$ cat src/rtl/spi_apb_sequencer_pkg.sv
// Shared definitions for the SPI APB sequencer: controller register map,
// STATUS bit positions and the sequencing state encoding.
package spi_seq_pkg;

  // SPI controller register offsets (7-bit APB address space)
  localparam logic [6:0] ADDR_CTRL1  = 7'h00;
  localparam logic [6:0] ADDR_INTCLR = 7'h04;
  localparam logic [6:0] ADDR_RXDATA = 7'h08;
  localparam logic [6:0] ADDR_TXDATA = 7'h0C;
  localparam logic [6:0] ADDR_STATUS = 7'h24;
  localparam logic [6:0] ADDR_SSEL   = 7'h28;
  localparam logic [6:0] ADDR_TXLAST = 7'h2C;

  // STATUS.done: the controller has finished shifting the queued frames
  localparam int STATUS_DONE_BIT = 1;

  // Each transfer-issuing state names the APB transfer currently in flight
  typedef enum logic [3:0] {
    ST_INIT_CTRL,
    ST_INIT_SSEL,
    ST_IDLE,
    ST_SSEL_ON,
    ST_INT_CLR,
    ST_TX_WR,
    ST_POLL,
    ST_RX_RD,
    ST_SSEL_OFF,
    ST_RESP
  } seq_state_e;

endpackage

$ cat src/rtl/spi_apb_sequencer_if.sv
// APB bus bundle between the sequencer (master) and the SPI controller (slave).
interface spi_apb_sequencer_if;
  logic [6:0] PADDR;
  logic       PSEL;
  logic       PENABLE;
  logic       PWRITE;
  logic [7:0] PWDATA;
  logic [7:0] PRDATA;
  logic       PREADY;
  logic       PSLVERR;

  modport master (
    output PADDR, PSEL, PENABLE, PWRITE, PWDATA,
    input  PRDATA, PREADY, PSLVERR
  );

  modport slave (
    input  PADDR, PSEL, PENABLE, PWRITE, PWDATA,
    output PRDATA, PREADY, PSLVERR
  );
endinterface

$ cat src/rtl/spi_apb_sequencer_apb.sv
// Single-transfer APB master: SETUP then ACCESS held until PREADY.
// A start presented in the same cycle as done launches the next SETUP
// back-to-back; request fields are registered so they stay stable.
module apb_master_if (
  input  logic       clk,
  input  logic       rst_n,
  input  logic       start,
  input  logic [6:0] addr,
  input  logic       write,
  input  logic [7:0] wdata,
  output logic       done,
  output logic       idle,
  output logic [7:0] rdata,
  output logic       err,
  spi_apb_sequencer_if.master apb
);
  logic       psel_q, psel_d;
  logic       penable_q, penable_d;
  logic [6:0] paddr_q, paddr_d;
  logic       pwrite_q, pwrite_d;
  logic [7:0] pwdata_q, pwdata_d;

  assign done  = psel_q & penable_q & apb.PREADY;
  assign idle  = ~psel_q;
  assign rdata = apb.PRDATA;
  assign err   = done & apb.PSLVERR;

  assign apb.PSEL    = psel_q;
  assign apb.PENABLE = penable_q;
  assign apb.PADDR   = paddr_q;
  assign apb.PWRITE  = pwrite_q;
  assign apb.PWDATA  = pwdata_q;

  // Phase sequencing: start -> SETUP, SETUP -> ACCESS, ACCESS+PREADY -> idle
  always_comb begin
    psel_d    = psel_q;
    penable_d = penable_q;
    paddr_d   = paddr_q;
    pwrite_d  = pwrite_q;
    pwdata_d  = pwdata_q;
    if (start) begin
      psel_d    = 1'b1;
      penable_d = 1'b0;
      paddr_d   = addr;
      pwrite_d  = write;
      pwdata_d  = wdata;
    end else if (psel_q && !penable_q) begin
      penable_d = 1'b1;
    end else if (done) begin
      psel_d    = 1'b0;
      penable_d = 1'b0;
    end
  end

  // Bus registers
  always_ff @(posedge clk or negedge rst_n) begin
    if (!rst_n) begin
      psel_q    <= 1'b0;
      penable_q <= 1'b0;
      paddr_q   <= '0;
      pwrite_q  <= 1'b0;
      pwdata_q  <= '0;
    end else begin
      psel_q    <= psel_d;
      penable_q <= penable_d;
      paddr_q   <= paddr_d;
      pwrite_q  <= pwrite_d;
      pwdata_q  <= pwdata_d;
    end
  end
endmodule

$ cat src/rtl/spi_apb_sequencer.sv
// Command-level SPI sequencer: turns one (ssel, word) request into the APB
// register sequence select / clear / load TX / poll / drain RX / deselect.
module spi_apb_sequencer
  import spi_seq_pkg::*;
#(
  parameter int         FRAME_SIZE = 4,
  parameter int         N_FRAMES   = 4,
  parameter logic [7:0] CTRL1_INIT = 8'h03,
  parameter int         TIMEOUT    = 1023,
  localparam int        W          = FRAME_SIZE * N_FRAMES
) (
  input  logic         PCLK,
  input  logic         PRESETN,
  input  logic         cmd_valid,
  output logic         cmd_ready,
  input  logic [7:0]   cmd_ssel,
  input  logic [W-1:0] cmd_data,
  output logic         rsp_valid,
  output logic [W-1:0] rsp_data,
  output logic         rsp_err,
  output logic         busy,
  spi_apb_sequencer_if.master apb
);
  localparam int FCW = (N_FRAMES > 1) ? $clog2(N_FRAMES) : 1;
  localparam int PCW = $clog2(TIMEOUT + 1);
  localparam logic [FCW-1:0] LAST_FRAME = FCW'(N_FRAMES - 1);
  localparam logic [PCW-1:0] POLL_LIMIT = PCW'(TIMEOUT);

  seq_state_e     state_q, state_d;
  logic [FCW-1:0] frame_q, frame_d;
  logic [PCW-1:0] poll_q, poll_d;
  logic [7:0]     ssel_q, ssel_d;
  logic [W-1:0]   tx_q, tx_d;
  logic [W-1:0]   rx_q, rx_d;
  logic [W-1:0]   rsp_data_q, rsp_data_d;
  logic           err_q, err_d;

  logic       xfer_start, xfer_done, xfer_idle, xfer_err, xfer_write;
  logic [6:0] xfer_addr;
  logic [7:0] xfer_wdata, xfer_rdata;
  logic       in_cmd;

  // Command phase: PSLVERR here is reported; during init it is ignored
  assign in_cmd = state_q inside {ST_SSEL_ON, ST_INT_CLR, ST_TX_WR, ST_POLL,
                                  ST_RX_RD, ST_SSEL_OFF};

  apb_master_if u_apb (
    .clk   (PCLK),
    .rst_n (PRESETN),
    .start (xfer_start),
    .addr  (xfer_addr),
    .write (xfer_write),
    .wdata (xfer_wdata),
    .done  (xfer_done),
    .idle  (xfer_idle),
    .rdata (xfer_rdata),
    .err   (xfer_err),
    .apb   (apb)
  );

  // State register and datapath registers
  always_ff @(posedge PCLK or negedge PRESETN) begin
    if (!PRESETN) begin
      state_q    <= ST_INIT_CTRL;
      frame_q    <= '0;
      poll_q     <= '0;
      ssel_q     <= '0;
      tx_q       <= '0;
      rx_q       <= '0;
      rsp_data_q <= '0;
      err_q      <= 1'b0;
    end else begin
      state_q    <= state_d;
      frame_q    <= frame_d;
      poll_q     <= poll_d;
      ssel_q     <= ssel_d;
      tx_q       <= tx_d;
      rx_q       <= rx_d;
      rsp_data_q <= rsp_data_d;
      err_q      <= err_d;
    end
  end

  // Next state: advance when the in-flight transfer completes
  always_comb begin
    state_d    = state_q;
    frame_d    = frame_q;
    poll_d     = poll_q;
    ssel_d     = ssel_q;
    tx_d       = tx_q;
    rx_d       = rx_q;
    rsp_data_d = rsp_data_q;
    err_d      = err_q;
    case (state_q)
      ST_INIT_CTRL: if (xfer_done) state_d = ST_INIT_SSEL;
      ST_INIT_SSEL: if (xfer_done) state_d = ST_IDLE;
      ST_IDLE: if (cmd_valid) begin
        state_d = ST_SSEL_ON;
        ssel_d  = cmd_ssel;
        tx_d    = cmd_data;
        rx_d    = '0;
        err_d   = 1'b0;
        poll_d  = '0;
        frame_d = '0;
      end
      ST_SSEL_ON: if (xfer_done) state_d = ST_INT_CLR;
      ST_INT_CLR: if (xfer_done) state_d = ST_TX_WR;
      ST_TX_WR: if (xfer_done) begin
        // The next frame to send is always the MS frame of tx
        tx_d = tx_q << FRAME_SIZE;
        if (frame_q == LAST_FRAME) begin
          frame_d = '0;
          state_d = ST_POLL;
        end else begin
          frame_d = frame_q + 1'b1;
        end
      end
      ST_POLL: if (xfer_done) begin
        if (xfer_rdata[STATUS_DONE_BIT]) begin
          state_d = ST_RX_RD;
        end else begin
          poll_d = poll_q + 1'b1;
          if (poll_d == POLL_LIMIT) begin
            err_d   = 1'b1;
            rx_d    = '0;
            state_d = ST_SSEL_OFF;
          end
        end
      end
      ST_RX_RD: if (xfer_done) begin
        rx_d = {rx_q[W-FRAME_SIZE-1:0], xfer_rdata[FRAME_SIZE-1:0]};
        if (frame_q == LAST_FRAME) begin
          frame_d = '0;
          state_d = ST_SSEL_OFF;
        end else begin
          frame_d = frame_q + 1'b1;
        end
      end
      ST_SSEL_OFF: if (xfer_done) begin
        rsp_data_d = rx_q;
        state_d    = ST_RESP;
      end
      ST_RESP: state_d = ST_IDLE;
      default: state_d = ST_INIT_CTRL;
    endcase
    if (in_cmd && xfer_err) err_d = 1'b1;
  end

  // Outputs: launch the transfer of the state being entered, plus status flags
  always_comb begin
    xfer_addr  = ADDR_CTRL1;
    xfer_write = 1'b1;
    xfer_wdata = 8'h00;
    case (state_d)
      ST_INIT_CTRL: xfer_wdata = CTRL1_INIT;
      ST_INIT_SSEL: xfer_addr  = ADDR_SSEL;
      ST_SSEL_ON: begin
        xfer_addr  = ADDR_SSEL;
        xfer_wdata = ssel_d;
      end
      ST_INT_CLR: begin
        xfer_addr  = ADDR_INTCLR;
        xfer_wdata = 8'hFF;
      end
      ST_TX_WR: begin
        xfer_addr  = (frame_d == LAST_FRAME) ? ADDR_TXLAST : ADDR_TXDATA;
        xfer_wdata = 8'(tx_d[W-1 -: FRAME_SIZE]);
      end
      ST_POLL: begin
        xfer_addr  = ADDR_STATUS;
        xfer_write = 1'b0;
      end
      ST_RX_RD: begin
        xfer_addr  = ADDR_RXDATA;
        xfer_write = 1'b0;
      end
      ST_SSEL_OFF: xfer_addr = ADDR_SSEL;
      default: ;
    endcase
    xfer_start = !(state_d inside {ST_IDLE, ST_RESP}) && (xfer_idle || xfer_done);
    cmd_ready  = (state_q == ST_IDLE);
    busy       = in_cmd;
    rsp_valid  = (state_q == ST_RESP);
    rsp_err    = (state_q == ST_RESP) && err_q;
    rsp_data   = rsp_data_q;
  end
endmodule

$ cat src/flat_wrapper.sv
// flat-port wrapper written by rule: the top's interface ports become plain ports
module spi_apb_sequencer_flat import spi_seq_pkg::*;
#(
  parameter int         FRAME_SIZE = 4,
  parameter int         N_FRAMES   = 4,
  parameter logic [7:0] CTRL1_INIT = 8'h03,
  parameter int         TIMEOUT    = 1023,
  localparam int        W          = FRAME_SIZE * N_FRAMES
)
  (PCLK, PRESETN, cmd_valid, cmd_ready, cmd_ssel, cmd_data, rsp_valid, rsp_data, rsp_err, busy, apb_PADDR, apb_PSEL, apb_PENABLE, apb_PWRITE, apb_PWDATA, apb_PRDATA, apb_PREADY, apb_PSLVERR);
  spi_apb_sequencer_if apb_i ();
  input  logic PCLK;
  input  logic PRESETN;
  input  logic cmd_valid;
  output logic cmd_ready;
  input  logic [7:0] cmd_ssel;
  input  logic [W-1:0] cmd_data;
  output logic rsp_valid;
  output logic [W-1:0] rsp_data;
  output logic rsp_err;
  output logic busy;
  output wire logic [$bits(apb_i.PADDR)-1:0] apb_PADDR;
  output wire logic [$bits(apb_i.PSEL)-1:0] apb_PSEL;
  output wire logic [$bits(apb_i.PENABLE)-1:0] apb_PENABLE;
  output wire logic [$bits(apb_i.PWRITE)-1:0] apb_PWRITE;
  output wire logic [$bits(apb_i.PWDATA)-1:0] apb_PWDATA;
  input wire logic [$bits(apb_i.PRDATA)-1:0] apb_PRDATA;
  input wire logic [$bits(apb_i.PREADY)-1:0] apb_PREADY;
  input wire logic [$bits(apb_i.PSLVERR)-1:0] apb_PSLVERR;
  assign apb_PADDR = apb_i.PADDR;
  assign apb_PSEL = apb_i.PSEL;
  assign apb_PENABLE = apb_i.PENABLE;
  assign apb_PWRITE = apb_i.PWRITE;
  assign apb_PWDATA = apb_i.PWDATA;
  assign apb_i.PRDATA = apb_PRDATA;
  assign apb_i.PREADY = apb_PREADY;
  assign apb_i.PSLVERR = apb_PSLVERR;
  spi_apb_sequencer #(.FRAME_SIZE(FRAME_SIZE), .N_FRAMES(N_FRAMES), .CTRL1_INIT(CTRL1_INIT), .TIMEOUT(TIMEOUT)) u_core (.PCLK(PCLK), .PRESETN(PRESETN), .cmd_valid(cmd_valid), .cmd_ready(cmd_ready), .cmd_ssel(cmd_ssel), .cmd_data(cmd_data), .rsp_valid(rsp_valid), .rsp_data(rsp_data), .rsp_err(rsp_err), .busy(busy), .apb(apb_i));
endmodule
$ cat config.mk
export PLATFORM = sky130hd
export DESIGN_NAME = spi_apb_sequencer_flat
export DESIGN_NICKNAME = d
export VERILOG_FILES = /design/src/rtl/spi_apb_sequencer_pkg.sv /design/src/rtl/spi_apb_sequencer_if.sv /design/src/rtl/spi_apb_sequencer_apb.sv /design/src/rtl/spi_apb_sequencer.sv /design/src/flat_wrapper.sv
export SDC_FILE = /design/constraint.sdc
export NUM_CORES = 1
export LEC_CHECK = 0
export BUFFER_PORTS_ARGS = -buffer_cell sky130_fd_sc_hd__buf_2
export CORE_ASPECT_RATIO = 0.8
export CORE_MARGIN = 2
export CORE_UTILIZATION = 55
export DETAILED_ROUTE_END_ITERATION = 10
export PLACE_DENSITY = 0.79
export SYNTH_ARGS = -nofsm -noshare
export SYNTH_HDL_FRONTEND = slang
export SYNTH_SLANG_ARGS = --single-unit
$ cat constraint.sdc
create_clock -name PCLK -period 3.1 [get_ports PCLK]
set_input_delay 0.155 -clock PCLK [delete_from_list [all_inputs] [get_ports PCLK]]
set_output_delay 0.155 -clock PCLK [all_outputs]
set_load 0.005 [all_outputs]
== Yosys cells after proc, flatten, opt, wreduce, memory -nomap -nowiden ==
Cells that the tools add are included.
Operators by class
  equal/unequal tests: 32
  bitwise operators: 4
  reduce and logical (&&, ||, !) cells: 26
  $add $sub $neg: 2
  multiplexer cells: 48
Operator list (number)
  $mux W16: 7
  $mux W4: 13
  $pmux W16 S3: 1
  $pmux W4 S10: 1
  $pmux W7 S5: 1
  $eq A4 B3 Y1 const B: 8
  $pmux W16 S2: 1
  $pmux W8 S4: 1
  $mux W10: 3
  $pmux W10 S2: 1
  $eq A4 B2 Y1 const B: 4
  $eq A4 B4 Y1 const B: 4
  $mux W8: 2
  $ne A2 B2 Y1 const B: 7
  $mux W1: 11
  $add A10 B1 Y10 const B: 1
  $eq A10 B10 Y1 const B: 1
  $ne A3 B3 Y1 const B: 3
  $reduce_bool A3 Y1: 3
  $eq A4 B1 Y1 const B: 2
  $logic_not A4 Y1: 2
  $reduce_bool A2 Y1: 4
  $mux W2: 3
  $mux W6: 1
  18 further kinds: 27
Storage, ports and cells
  register bits after elaboration: 91
  output and inout port bits: 38
  bits of input ports: 37
  word-level logic and storage cells: 126

== Longest topological paths before layout ==
  depth after elaboration: 12
  mapped depth: 9
  mapped depth without buffers: 8

== Hierarchy ==
Synthesis repeated with hierarchy kept, for this count alone.
Second synthesis, totals
  cell total of the unflattened synthesis: 411
  area, all modules: 4526.8 um^2
Modules (own cells, without submodules)
  spi_apb_sequencer: area each 3737.3 um^2, sequential area each 1826.8 um^2, times used 1, cells an instance 360
  apb_master_if: area each 789.5 um^2, sequential area each 450.4 um^2, times used 1, cells an instance 51

== Least setup slack after synthesis ==
No wires, ideal clock.
  path type: flip-flop to flip-flop
  from: register u_core.poll_q[0]
  to: register u_core.rx_q[10]
  setup time: 79 ps
  cell stages (with the launch flop): 9
  required time: 3021 ps
  clock period less this slack: 2372 ps
  slack: 728 ps
  path buffers: 1
  data arrival time: 2292 ps
  path through: dfrtp_1 > ha_1 > xnor2_1 > or3_1 > a2111oi_4 > a21oi_2 > a21oi_4 > buf_12 > mux2i_1
Between the ends
  word-level cells in the longest chain between the ends: 4
RTL lines
  from (decl): RTL line spi_apb_sequencer.sv:31  | logic [PCW-1:0] poll_q, poll_d;
  from (signal assigned): RTL line spi_apb_sequencer.sv:75  | poll_q <= poll_d;
  $add A10 B1 Y10: RTL line spi_apb_sequencer.sv:122  | poll_d = poll_q + 1'b1;
  $eq A10 B10 Y1: RTL line spi_apb_sequencer.sv:123  | if (poll_d == POLL_LIMIT) begin
  $ne A2 B2 Y1 (no source line)
  $reduce_and A6 Y1 (no source line)
  to (signal assigned): RTL line spi_apb_sequencer.sv:78  | rx_q <= rx_d;
  to (decl): RTL line spi_apb_sequencer.sv:34  | logic [W-1:0] rx_q, rx_d;
Every way passes these cells.
A chain may end at the register's enable or synchronous reset.

== Worst setup path in the final report ==
  from: register u_core.state_q[0]
  to: register u_core.u_apb.pwdata_q[1] (netlist: u_core.u_apb.apb.PWDATA[1])
Between the ends
  elaborated cells on any way between the ends: 36
  those cells by class: eq/ne (14); mux (17); reduce/logical (5)
RTL lines
  from (decl): RTL line spi_apb_sequencer.sv:29  | seq_state_e state_q, state_d;
  from (signal assigned): RTL line spi_apb_sequencer.sv:73  | state_q <= state_d;
  $eq A4 B3 Y1 or $eq A4 B2 Y1 (tied branches): RTL line spi_apb_sequencer.sv:94  | case (state_q)
  $pmux W16 S2 *: RTL line spi_apb_sequencer.sv:94
  net u_core.tx_d[13]: RTL line spi_apb_sequencer.sv:33  | logic [W-1:0] tx_q, tx_d;
  $pmux W8 S4 *: RTL line spi_apb_sequencer.sv:154  | case (state_d)
  to (signal assigned): RTL line spi_apb_sequencer_apb.sv:68  | pwdata_q <= pwdata_d;
  to (decl): RTL line spi_apb_sequencer_apb.sv:21  | logic [7:0] pwdata_q, pwdata_d;
Mark *: on every way through the listed nets, which the timed path passes. The rest lies on a longest branch.

==> impl_metrics.ini <==
[synth]
synth_warnings = 0
synth-compound-area-share_pct = 15.0
ys_async_sr_fraction_pct = 100
synthXorXnorAreaFrac_pct = 1.22
ys_ff_latch = 87
avgSynthCellArea_um2 = 9.85
synth_top_family_by_area = simple AND/OR/NAND/NOR gates
synth_cell_type_count = 63
muxShareOfSynthArea_pct = 7.79
synthSimpleGateAreaFrac_pct = 18.0
ys_seq_area_share_pct = 50.6
yosys.area.top_type = dfrtp_1
synth_area_leaders = dfrtp_1 (51%), nand2_1 (6.8%), mux2i_1 (4.6%)
synth_top_area_share_pct = 50.6
synth_enable_flop_cells = 0
synthesis.area_um2 = 4310
synthCells = 437
yosys_most_used_dff = dfrtp_1
synth-adder-area-share_pct = 0.872

[floorplan]
die_w_um = 103
die-area_um2 = 8560
die_h_um = 83.1
start_util_pct = 57.4
num_io_pins = 75
coreArea_um2 = 7500
row_count = 28

[global_route]
grt_pass1_vias = 3293
grt_usage_pct = 22.6
antenna_found_initial = 0
grt_max_degree = 88
overflow = 0
grt_pass1_wl_um = 15400

[timing]
worst_slew_pin_slew_ns = 1.07
final_max_slew_viol_count = 0
tns_ns = 0
relSlewSlack_pct = 28.9
rsz0062_at_grt = no
finClkSkew_ns = 0.00985
finalHoldViolations = 17
fmax_mhz = 368
finalCriticalPeriod_ns = 2.71
setup_viol = 0
period_share_pct = 87.5
whs_ns = -0.0266

[drt]
vias = 3391
drc_errors = 0
wl_per_cell_um = 14.7
drtIter0Drc = 270
antenna_left = 0
firstDrtPassIters = 4
wl_um = 9020
vias_per_cell = 5.52

[clock_tree]
clkTransAtPathRegs_ns = 0.09
cts_resized = 0
clockBufferDepth = 2
root_buffer = clkbuf_8
clkSinkCount = 87
cts_made_buffers = 9
cts_max_level = 3
cts_tree = yes
clock_latency_ns = 0.36

[power_and_ir_drop]
power_w = 0.00413
peakVddDrop_v = 0.000445
power_leakage_nw = 2.35
power_density_nw_per_um2 = 832

[worst_setup_path]
cp_data_arrival_time_ns = 2.96
path_max_fanout = 20
cp-start-kind = flop
critPathRequiredTime_ns = 3.34
path_class = reg -> reg
reg2regPathDepth = 8
cp-end-kind = flop

[min_path]
min_path_type = in -> async

[finish]
nets = 544
utilization_pct = 66.2
fin_cells = 614
syn2layout_area_growth_pct = 15.2
final_layout_size_suffix_gt1_share_pct = 23.8
antenna_cells = 0

[outcome]
status = complete, but fails checks
violations = hold timing

[placed_design]
dp_cells = 595
gp_congestion = 0.876
hpwl_um = 6350
io_buffers = 66

[run]
drv_cap = 0
sequential cells by signal (all words and copies together) (netlist names):
register	count
u_core.u_apb.apb.PADDR	3
u_core.ssel_q	8
u_core.u_apb.apb.PENABLE	1
u_core.u_apb.apb.PSEL	1
u_core.state_q	4
u_core.frame_q	2
u_core.poll_q	10
u_core.tx_q	16
u_core.err_q	1
u_core.rsp_data	16
u_core.u_apb.apb.PWDATA	8
u_core.rx_q	16
u_core.u_apb.apb.PWRITE	1
worst paths after layout:
path	slack, ns	end	start
max reg2reg	0.39	u_core.u_apb.apb.PWDATA[1]	u_core.state_q[0]
max	0.39	u_core.u_apb.apb.PWDATA[1]	u_core.state_q[0]
min reg2reg	0.48	u_core.rsp_data[12]	u_core.rsp_data[12]
max in group asynchronous	2.44	u_core.ssel_q[1]	PRESETN
min	-0.03	u_core.rsp_data[9]	PRESETN
min in group PCLK	0.02	u_core.ssel_q[7]	cmd_ssel[7]
report_power, final:
part | total (W) | internal (W) | switching, W | leakage [nW]
clock network | 0.000893 | 0.000464 | 0.000429 | 0.112
registers | 0.00168 | 0.00148 | 0.000201 | 1.14
logic | 0.00156 | 0.000687 | 0.000869 | 1.10
cell usage in the layout, fill, tap and decap left out, types with 5 or more instances in the layout:
cell / n
mux2_2: 11
nand4_1: 5
mux2i_1: 20
a22oi_1: 10
nand2b_1: 5
nand3_1: 21
dfrtp_1: 87
o21ai_0: 33
a21oi_1: 6
buf_2: 65
clkbuf_8: 9
nand2_1: 78
nor2_1: 17
o31ai_1: 5
buf_4: 14
inv_1: 29
metrics by stage:
stage | hold slack (ns) | instance area [µm²] | worst slack (ns)
after floorplan | -0.141 | 4320 | 0.728
after global placement | 0.372 | 4710 | 0.472
after detailed placement | 0.382 | 4710 | 0.407
after CTS | 0.000212 | 4960 | 0.375
after global routing | 0.00863 | 4960 | 0.137
final | -0.0266 | 4960 | 0.386
logic make-up after synthesis:
| logic type | count (synthesis) |
|---|---|
| AND/OR/NAND/NOR | 159 |
| AO/OA/AOI/OAI | 91 |
| flip-flops | 87 |
| buffers and inverters | 58 |
| multiplexers | 32 |
| XOR/XNOR | 6 |
| adder cells (fa/ha/maj) | 3 |
| other | 1 |
worst max-delay path, cell delays in order (launching register included):
cell      delay, ns
dfrtp_1        0.59
nor4b_2        0.35
buf_4          0.20
and2_1         0.31
buf_4          0.31
o311ai_0       0.20
a22oi_1        0.25
o41ai_1        0.12
mux2_2         0.27
Yosys cell counts, types with 2 or more instances:
library cell  instances
dfrtp_1              87
nand2_1              78
o21ai_0              33
inv_1                29
nand3_1              21
mux2i_1              20
nor2_1               17
clkbuf_1             11
mux2_2               11
a22oi_1              10
buf_2                 7
buf_4                 7
a21oi_1               6
nand2b_1              5
nand4_1               5
o31ai_1               5
a21bo_2               4
a22o_1                4
a31oi_1               4
and2_1                4
o311ai_0              4
o41ai_1               4
xor2_1                4
ha_1                  3
nor3_1                3
o211ai_1              3
a2bb2oi_1             2
and3_1                2
and3b_1               2
nand3b_1              2
nor2b_1               2
nor4_1                2
nor4bb_1              2
o21bai_1              2
or3_1                 2
or4_1                 2
xnor2_1               2
what timing repair did:
item,in CTS,in global routing
setup endpoints to repair,0,0
hold buffers,3,0
buffers inserted,0,0
hold endpoints to repair,3,0
layer usage:
layer  vias to the layer above  global-route usage (%)  routed length [µm]
met2                        88                    35.4                4480
met4                         0                    6.10                  64
li1                       1650                       -                   -
met1                      1645                    31.1                4000
met3                         8                    6.23                 476
met5                         -                       0                   0
cell type report:
type	count	area (µm²)
Fill cell	634	2540
Sequential cell	87	2180
Multi-Input combinational cell	295	1860
Timing Repair Buffer	82	460
Tap cell	105	131
Clock buffer	9	124
Inverter	29	109
Clock inverter	7	101
No activity file was read; power rests on OpenSTA's default activity.
